`config.mk`:
```
export PLATFORM = sky130hd
export DESIGN_NAME = mux_sel_sequencer
export DESIGN_NICKNAME = d
export VERILOG_FILES = /design/src/rtl/mux_lab_pkg.sv /design/src/rtl/btn_debounce.sv /design/src/rtl/mux_sel_sequencer.sv
export SDC_FILE = /design/constraint.sdc
export NUM_CORES = 1
export LEC_CHECK = 0
export ABC_AREA = 0
export CORE_AREA = 8 8 112 114
export DETAILED_ROUTE_END_ITERATION = 16
export DIE_AREA = 0 0 120 122
export PLACE_DENSITY = 0.4
export SLEW_MARGIN = 10
export SYNTH_ARGS = -nofsm -noshare
export SYNTH_HDL_FRONTEND = slang
export SYNTH_SLANG_ARGS = --single-unit
```
`constraint.sdc`:
```
create_clock -name clk -period 3.5 [get_ports clk]
set_clock_uncertainty 0.05 [all_clocks]
set_input_delay 1.05 -clock clk [delete_from_list [all_inputs] [get_ports clk]]
set_output_delay 1.05 -clock clk [all_outputs]
set_load 0.01 [all_outputs]
```
`src/rtl/mux_lab_pkg.sv`:
```
// Shared types and helpers for the gate-level 4-to-1 mux lab.
// The select decode here is also reused by the mux benches.
package mux_lab_pkg;

  localparam int SEL_W = 2;
  localparam int N_IN  = 4;

  typedef enum logic [1:0] {
    ST_IDLE   = 2'd0,
    ST_MANUAL = 2'd1,
    ST_AUTO   = 2'd2
  } state_t;

  function automatic logic [N_IN-1:0] onehot_dec(input logic [SEL_W-1:0] s, input logic e);
    logic [N_IN-1:0] r;
    r = '0;
    if (e) r[s] = 1'b1;
    return r;
  endfunction

endpackage

```
`src/rtl/btn_debounce.sv`:
```
// Button conditioner: 2-flop synchroniser, stable-level debounce counter, registered rise detect.
// rise is a 1-cycle pulse one cycle after the debounced level goes high.
module btn_debounce #(
  parameter int          DB_W   = 16,
  parameter int unsigned DB_MAX = 49999
) (
  input  logic clk,
  input  logic rst_n,
  input  logic din,
  output logic level,
  output logic rise
);

  logic            sync1;
  logic            sync2;
  logic            level_d;
  logic [DB_W-1:0] cnt;

  always_ff @(posedge clk or negedge rst_n) begin
    if (!rst_n) begin
      sync1 <= 1'b0;
      sync2 <= 1'b0;
    end else begin
      sync1 <= din;
      sync2 <= sync1;
    end
  end

  // The level only moves after DB_MAX+1 consecutive disagreeing samples.
  always_ff @(posedge clk or negedge rst_n) begin
    if (!rst_n) begin
      cnt   <= '0;
      level <= 1'b0;
    end else if (sync2 == level) begin
      cnt <= '0;
    end else if (cnt == DB_W'(DB_MAX)) begin
      cnt   <= '0;
      level <= sync2;
    end else begin
      cnt <= cnt + DB_W'(1);
    end
  end

  always_ff @(posedge clk or negedge rst_n) begin
    if (!rst_n) begin
      level_d <= 1'b0;
      rise    <= 1'b0;
    end else begin
      level_d <= level;
      rise    <= level & ~level_d;
    end
  end

endmodule

```
`src/rtl/mux_sel_sequencer.sv`:
```
// Mux select sequencer: button-stepped or prescaler-scanned enable/select generation.
// All outputs registered; an advance shows up on the edge after step request or prescaler wrap.
module mux_sel_sequencer
  import mux_lab_pkg::*;
#(
  parameter int          DB_W    = 16,
  parameter int unsigned DB_MAX  = 49999,
  parameter int          DIV_W   = 24,
  parameter int unsigned DIV_MAX = 9999999
) (
  input  logic             clk,
  input  logic             rst_n,
  input  logic             btn_step,
  input  logic             auto_en,
  input  logic             hold,
  output logic             en,
  output logic [SEL_W-1:0] sel,
  output logic [N_IN-1:0]  sel_onehot,
  output logic             step_pulse
);

  state_t             state_q, state_d;
  logic [SEL_W-1:0]   sel_q, sel_d;
  logic [N_IN-1:0]    onehot_q;
  logic [DIV_W-1:0]   presc_q, presc_d;
  logic               en_q, en_d;
  logic               pulse_q;
  logic               adv;
  logic               auto_s1, auto_s;
  logic               step_req;
  logic               btn_level;

  btn_debounce #(
    .DB_W   (DB_W),
    .DB_MAX (DB_MAX)
  ) u_btn (
    .clk   (clk),
    .rst_n (rst_n),
    .din   (btn_step),
    .level (btn_level),
    .rise  (step_req)
  );

  always_ff @(posedge clk or negedge rst_n) begin
    if (!rst_n) begin
      auto_s1 <= 1'b0;
      auto_s  <= 1'b0;
    end else begin
      auto_s1 <= auto_en;
      auto_s  <= auto_s1;
    end
  end

  always_comb begin
    state_d = state_q;
    sel_d   = sel_q;
    presc_d = presc_q;
    en_d    = en_q;
    adv     = 1'b0;
    case (state_q)
      ST_IDLE: begin
        en_d = 1'b0;
        // The first press only wakes the mux up; it does not advance sel.
        if (auto_s) begin
          state_d = ST_AUTO;
          en_d    = 1'b1;
        end else if (step_req) begin
          state_d = ST_MANUAL;
          en_d    = 1'b1;
        end
      end
      ST_MANUAL: begin
        en_d = 1'b1;
        if (auto_s) begin
          state_d = ST_AUTO;
        end else if (step_req && !hold) begin
          adv = 1'b1;
        end
      end
      ST_AUTO: begin
        en_d = 1'b1;
        if (!auto_s) begin
          state_d = ST_MANUAL;
          presc_d = '0;
        end else if (!hold) begin
          if (presc_q == DIV_W'(DIV_MAX)) begin
            presc_d = '0;
            adv     = 1'b1;
          end else begin
            presc_d = presc_q + DIV_W'(1);
          end
        end
      end
      default: begin
        state_d = ST_IDLE;
        en_d    = 1'b0;
      end
    endcase
    if (adv) sel_d = sel_q + SEL_W'(1);
  end

  always_ff @(posedge clk or negedge rst_n) begin
    if (!rst_n) begin
      state_q  <= ST_IDLE;
      sel_q    <= '0;
      presc_q  <= '0;
      en_q     <= 1'b0;
      onehot_q <= '0;
      pulse_q  <= 1'b0;
    end else begin
      state_q  <= state_d;
      sel_q    <= sel_d;
      presc_q  <= presc_d;
      en_q     <= en_d;
      onehot_q <= onehot_dec(sel_d, en_d);
      pulse_q  <= adv;
    end
  end

  assign en         = en_q;
  assign sel        = sel_q;
  assign sel_onehot = onehot_q;
  assign step_pulse = pulse_q;

endmodule

```
=== Word level (Yosys, flattened, before mapping) ===
Cells that the tools add are included.

* Register bits: 57
* Input port bits: 5
* Output and inout port bits: 8
* Logic and storage cells: 62

* Add/sub/neg operators: 3
* Order comparisons: 2
* Equal/unequal tests: 9
* Muxes and demuxes: 23
* Bitwise operators: 3
* Reductions and logical operators: 8

{| class="wikitable"
|+ Operator list
! kind !! number
|-
| $mux 24 || 3
|-
| $mux 16 || 2
|-
| $add 24x1->24 const B || 1
|-
| $eq 24x24->1 const B || 1
|-
| $add 16x1->16 const B || 1
|-
| $eq 16x16->1 const B || 1
|-
| $mux 2 || 5
|-
| $mux 1 || 8
|-
| $ne 2x2->1 const B || 3
|-
| $pmux 2 s3 || 1
|-
| $mux 4 || 1
|-
| $pmux 1 s2 || 2
|-
| $reduce_and 2->1 || 2
|-
| $lt 2x3->1 const B || 1
|-
| $ne 3x2->1 const B || 1
|-
| $reduce_and 3->1 || 1
|-
| $add 2x1->2 const B || 1
|-
| $demux 1 s2 || 1
|-
| $eq 2x1->1 const B || 1
|-
| $eq 2x2->1 const B || 1
|-
| $ge 2x1->1 const B || 1
|-
| $logic_and 1x1->1 || 2
|-
| $logic_not 2->1 || 1
|-
| $not 1->1 || 2
|-
| other kinds (4) || 4
|}

=== Depth between registers and ports, before layout ===
* Word-level depth: 11
* Depth in mapped cells: 8
* Gate-level depth less buffers: 7

=== Modules after synthesis ===
A second synthesis with hierarchy kept.

* Cells, all modules: 315
* Area, all modules: 3,079.2 um^2

{| class="wikitable"
|+ Modules (own cells, without submodules)
! module !! times used !! cells each !! area each (um^2) !! seq. area each (um^2)
|-
| mux_sel_sequencer || 1 || 226 || 2,112.0 || 900.9
|-
| btn_debounce || 1 || 89 || 967.2 || 525.5
|}

=== Worst setup path before layout ===
Ideal clock, no wire load.

* Path type: input to register
* Start point: input hold
* End point: register onehot_q[2] (netlist: sel_onehot[2])
* Setup time: 84 ps
* Data arrival time: 2,035 ps
* Required time: 3,366 ps
* Setup slack: 1,331 ps
* Cell stages on the path: 5
* Path buffers: 0
* Cell sequence: nand2b_1 nor2_1 a31o_4 or3b_2 a21boi_0

* Longest elaborated chain between the ends: 11
* Elaborated cells between the ends (all ways): 14
* Classes of those cells: order compare: 2; mux: 9; reduce/logical: 3

{| class="wikitable"
|+ RTL lines
! what !! RTL line !! text
|-
| from (decl) || mux_sel_sequencer.sv:15 || <nowiki>input logic hold,</nowiki>
|-
| $logic_not 1->1 || - ||
|-
| $logic_and 1x1->1 || mux_sel_sequencer.sv:76 || <nowiki>end else if (step_req && !hold) begin</nowiki>
|-
| $mux 1 || mux_sel_sequencer.sv:76 ||
|-
| $mux 1 || mux_sel_sequencer.sv:74 || <nowiki>if (auto_s) begin</nowiki>
|-
| $pmux 1 s2 (*) || mux_sel_sequencer.sv:60 || <nowiki>case (state_q)</nowiki>
|-
| named net adv || mux_sel_sequencer.sv:28 || <nowiki>logic adv;</nowiki>
|-
| $mux 2 (*) || mux_sel_sequencer.sv:99 || <nowiki>if (adv) sel_d = sel_q + SEL_W'(1);</nowiki>
|-
| $lt 2x3->1 (implied by the code) or $ge 2x1->1 (tied branches) || mux_lab_pkg.sv:17 || <nowiki>if (e) r[s] = 1'b1;</nowiki>
|-
| $logic_and 1x1->1 (implied by the code) || mux_lab_pkg.sv:17 ||
|-
| $mux 1 (implied by the code) || mux_lab_pkg.sv:17 ||
|-
| $demux 1 s2 (*) || mux_lab_pkg.sv:17 ||
|-
| $mux 4 (*) || mux_lab_pkg.sv:17 ||
|-
| to (signal assigned) || mux_sel_sequencer.sv:115 || <nowiki>onehot_q <= onehot_dec(sel_d, en_d);</nowiki>
|-
| to (decl) || mux_sel_sequencer.sv:24 || <nowiki>logic [N_IN-1:0] onehot_q;</nowiki>
|}

The timed path passes the listed nets; every way through them passes the cells marked *.
A chain may end at the register's enable or synchronous reset.

=== Worst setup path after layout ===
* Start point: register sel_q[0] (netlist: sel[0])
* End point: output sel[0]

{| class="wikitable"
|+ RTL lines
! what !! RTL line !! text
|-
| from (decl) || mux_sel_sequencer.sv:23 || <nowiki>logic [SEL_W-1:0] sel_q, sel_d;</nowiki>
|-
| from (signal assigned) || mux_sel_sequencer.sv:112 || <nowiki>sel_q <= sel_d;</nowiki>
|-
| to (decl) || mux_sel_sequencer.sv:17 || <nowiki>output logic [SEL_W-1:0] sel,</nowiki>
|}

No word-level cell between the ends.

==> qor.yml <==
nFillCells: 1112
synth_most_common_cell: "dfrtp_1"
die-area_um2: 14600
synth_compound_area_share_pct: 13.3
relSlewSlack_pct: 34.4
ys.flop_type: "dfrtp_1"
grt_usage_pct: 9.54
synthMuxAreaShare_pct: 0.746
syn-num-nets: 299
stdcell_area_um2: 3350
maxCapViolations: 0
cp_slowest_cell: "clkdlybuf4s50_1"
worstHoldStart: "auto_s1$_DFF_PN0_"
hold_path_class: "flop to flop"
grt_first_pass_wirelength_um: 11200
root_buffer: "clkbuf_8"
clkPwrFrac_pct: 40.2
worstHoldPathCells: 0
combPwrFrac_pct: 17.4
drtIter0Drc: 183
numClockSinks: 57
fin_util_pct: 31.3
cts_made_buffers: 9
wl_per_cell_um: 14.1
critPathKind: "flop to primary output"
synth_area_um2: 2850
synthTopCellsByCount: "dfrtp_1, nand2_1, nor2_1"
cts_buffer_depth: 2
synth.area.top_cells: "dfrtp_1, nand2_1, nor2_1, nand3_1, a21oi_1"
timing.rr.end: "presc_q[3]$_DFFE_PN0P_"
cts_hold_buf: 0
synth_area_per_cell_um2: 9.90
rrSetupSlack_ps: 990
dpl.cell_count: 436
start_util_pct: 26.6
cts_tree: "built"
reg2regPathDepth: 6
post_cts_resize_count: 0
seq_area_frac_synth_pct: 50.0
place.gp.congestion: 0.721
grt_antenna_before_repair: 0
p_int_mw: 1.24
drive_above_1_share_pct: 9.62
grt_max_degree: 44
rows: 38
num_vias: 2159
synthArstFlopShare_pct: 100
switching_power_uw: 540
hold_viol_final: 0
post-cts-setup-buffer-count: 0
critPathArrivalTime_ps: 1410
share_seq_of_total_power_pct: 42.4
wl_um: 6360
crit_chain: "clkdlybuf4s50_1"
fin_nets: 318
firstDrtPassIters: 4
viasPerCell: 4.78
p_per_area_nw_per_um2: 532
crit_path_max_fanout: 7
synth_xor_area_share_pct: 6.10
rsz0062_at_grt: "no"
ios: 13
synthSimpleGateAreaFrac_pct: 24.3
fin_crit_ps: 2510
cp.required_ps: 2400
insertion_delay_ps: 350
grt_pass1_vias: 2189
maxSlewViolCount: 0
synthAdderAreaFrac_pct: 2.63
outcome: "completed"
setup_viol: 0
final_cells: 452
start_kind: "flop"
irDropWorstVdd_v: 0.000215
min_period_over_period_pct: 71.8
synth_top_family_by_area: "simple AND/OR/NAND/NOR gates"
syn_inst: 288
synth_edf_count: 0
placement.io_buffers: 12
reg2reg_from: "presc_q[7]$_DFFE_PN0P_"
fin_setup_tns_ps: 0
leakage_nw: 1.39
critPathTopFamily: "buffers and inverters"
core-area_um2: 10700
die_x_um: 120
drc: 0
max_freq_mhz: 398
max_stage_delay_ps: 590
netlist.area_leader.share_pct: 50.0
die_h_um: 122
grt_overflow: 0
syn_to_final_growth_pct: 17.4
crit_buf_inv: 1
worst_pin_slew_ps: 985
whs_ps: 292
h-tree-depth: 3
min_to: "auto_s$_DFF_PN0_"
synth_cell_types: 56
synth_warnings: 0
cp-end-kind: "primary output"
dp_hpwl_um: 4150
diodes: 0
dpl_cell_area_um2: 3120
ys_ff_latch: 57
clk_pin_slew_worst_paths_ps: 80
ant_nets: 0
synth_top_cell_by_area: "dfrtp_1"
swShare_pct: 30.4
sequential cells by signal, summed over array words and instances (netlist names):
register	cells
auto_s	1
sel	2
en	1
step_pulse	1
presc_q	24
u_btn.sync1	1
u_btn.rise	1
state_q	2
u_btn.level_d	1
sel_onehot	4
auto_s1	1
u_btn.sync2	1
u_btn.level	1
u_btn.cnt	16
cells in the final DEF (no fill, tap or decap), drive strengths merged, types with 2 or more instances in the layout:
master         synthesis  layout
a21o                   4       4
o211ai                 2       2
or4                    3       3
nand2                 31      31
nor2                  26      26
and3                  12      12
clkdlybuf4s50          0      11
dfrtp                 57      57
clkbuf                 3       9
buf                    5       5
bufinv                 0       2
o21ai                 11      11
a21boi                 2       2
ha                     6       6
or3                    3       3
nand2b                 2       2
a31oi                  7       7
nand4                 10      10
a22o                   3       3
xnor2                  9       9
nor3                   8       8
clkinvlp               0       2
inv                    8      10
nor4                   3       3
nand3                 19      19
xor2                  10      10
a21oi                 17      17
or2b                   2       2
cells by family after synthesis:
logic type | Yosys count
AND/OR/NAND/NOR | 130
AO/OA/AOI/OAI | 58
flip-flops | 57
XOR/XNOR | 19
buffers and inverters | 16
adder cells (fa/ha/maj) | 6
multiplexers | 2
worst max path at each step:
| stage | startpoint | to | slack [ps] | cells past startpoint |
|---|---|---|---|---|
| CTS | sel[0]$_DFF_PN0_ | sel[0] | 950 | 1 |
| detailed placement | hold | sel_onehot[2]$_DFF_PN0_ | 650 | 6 |
| global route | presc_q[7]$_DFFE_PN0P_ | presc_q[3]$_DFFE_PN0P_ | 860 | 6 |
| floorplan | hold | sel_onehot[2]$_DFF_PN0_ | 1330 | 5 |
| global placement | hold | sel_onehot[2]$_DFF_PN0_ | 670 | 6 |
| finish | sel[0]$_DFF_PN0_ | sel[0] | 990 | 1 |
layout make-up:
class                      count  area [um^2]  area share, %
clock inverter                 7          101           3.03
tap                          140          175           5.23
timing repair buffer          16          145           4.34
inverter                       8         30.0          0.897
clock buffer                   9          124           3.70
sequential                    57         1430           42.6
multi-input combinational    215         1350           40.2
metrics by stage:
stage	setup slack (ps)	total power, mW
floorplan	1330	0.975
global placement	670	1.08
detailed placement	654	1.08
CTS	946	1.81
global route	860	1.88
finish	985	1.78
per-layer routing:
metal / global-route usage [%] / part of all wire [%] / up-vias / wire length (um)
met1: 12.5 / 50 / 1049 / 3150
li1: - / - / 1074 / -
met2: 14.3 / 46 / 25 / 2900
met5: 0 / 0 / - / 0
met4: 5.39 / 1.8 / 0 / 116
met3: 2.13 / 3.0 / 11 / 192
power by group through the flow:
stage / logic [mW] / registers [mW] / clock network, mW
floorplan: 0.214 / 0.762 / 0
global placement: 0.316 / 0.769 / 0
detailed placement: 0.314 / 0.769 / 0
CTS: 0.315 / 0.756 / 0.739
global route: 0.355 / 0.764 / 0.762
finish: 0.309 / 0.755 / 0.715
Note: power is estimated with default switching activity, not from simulation.
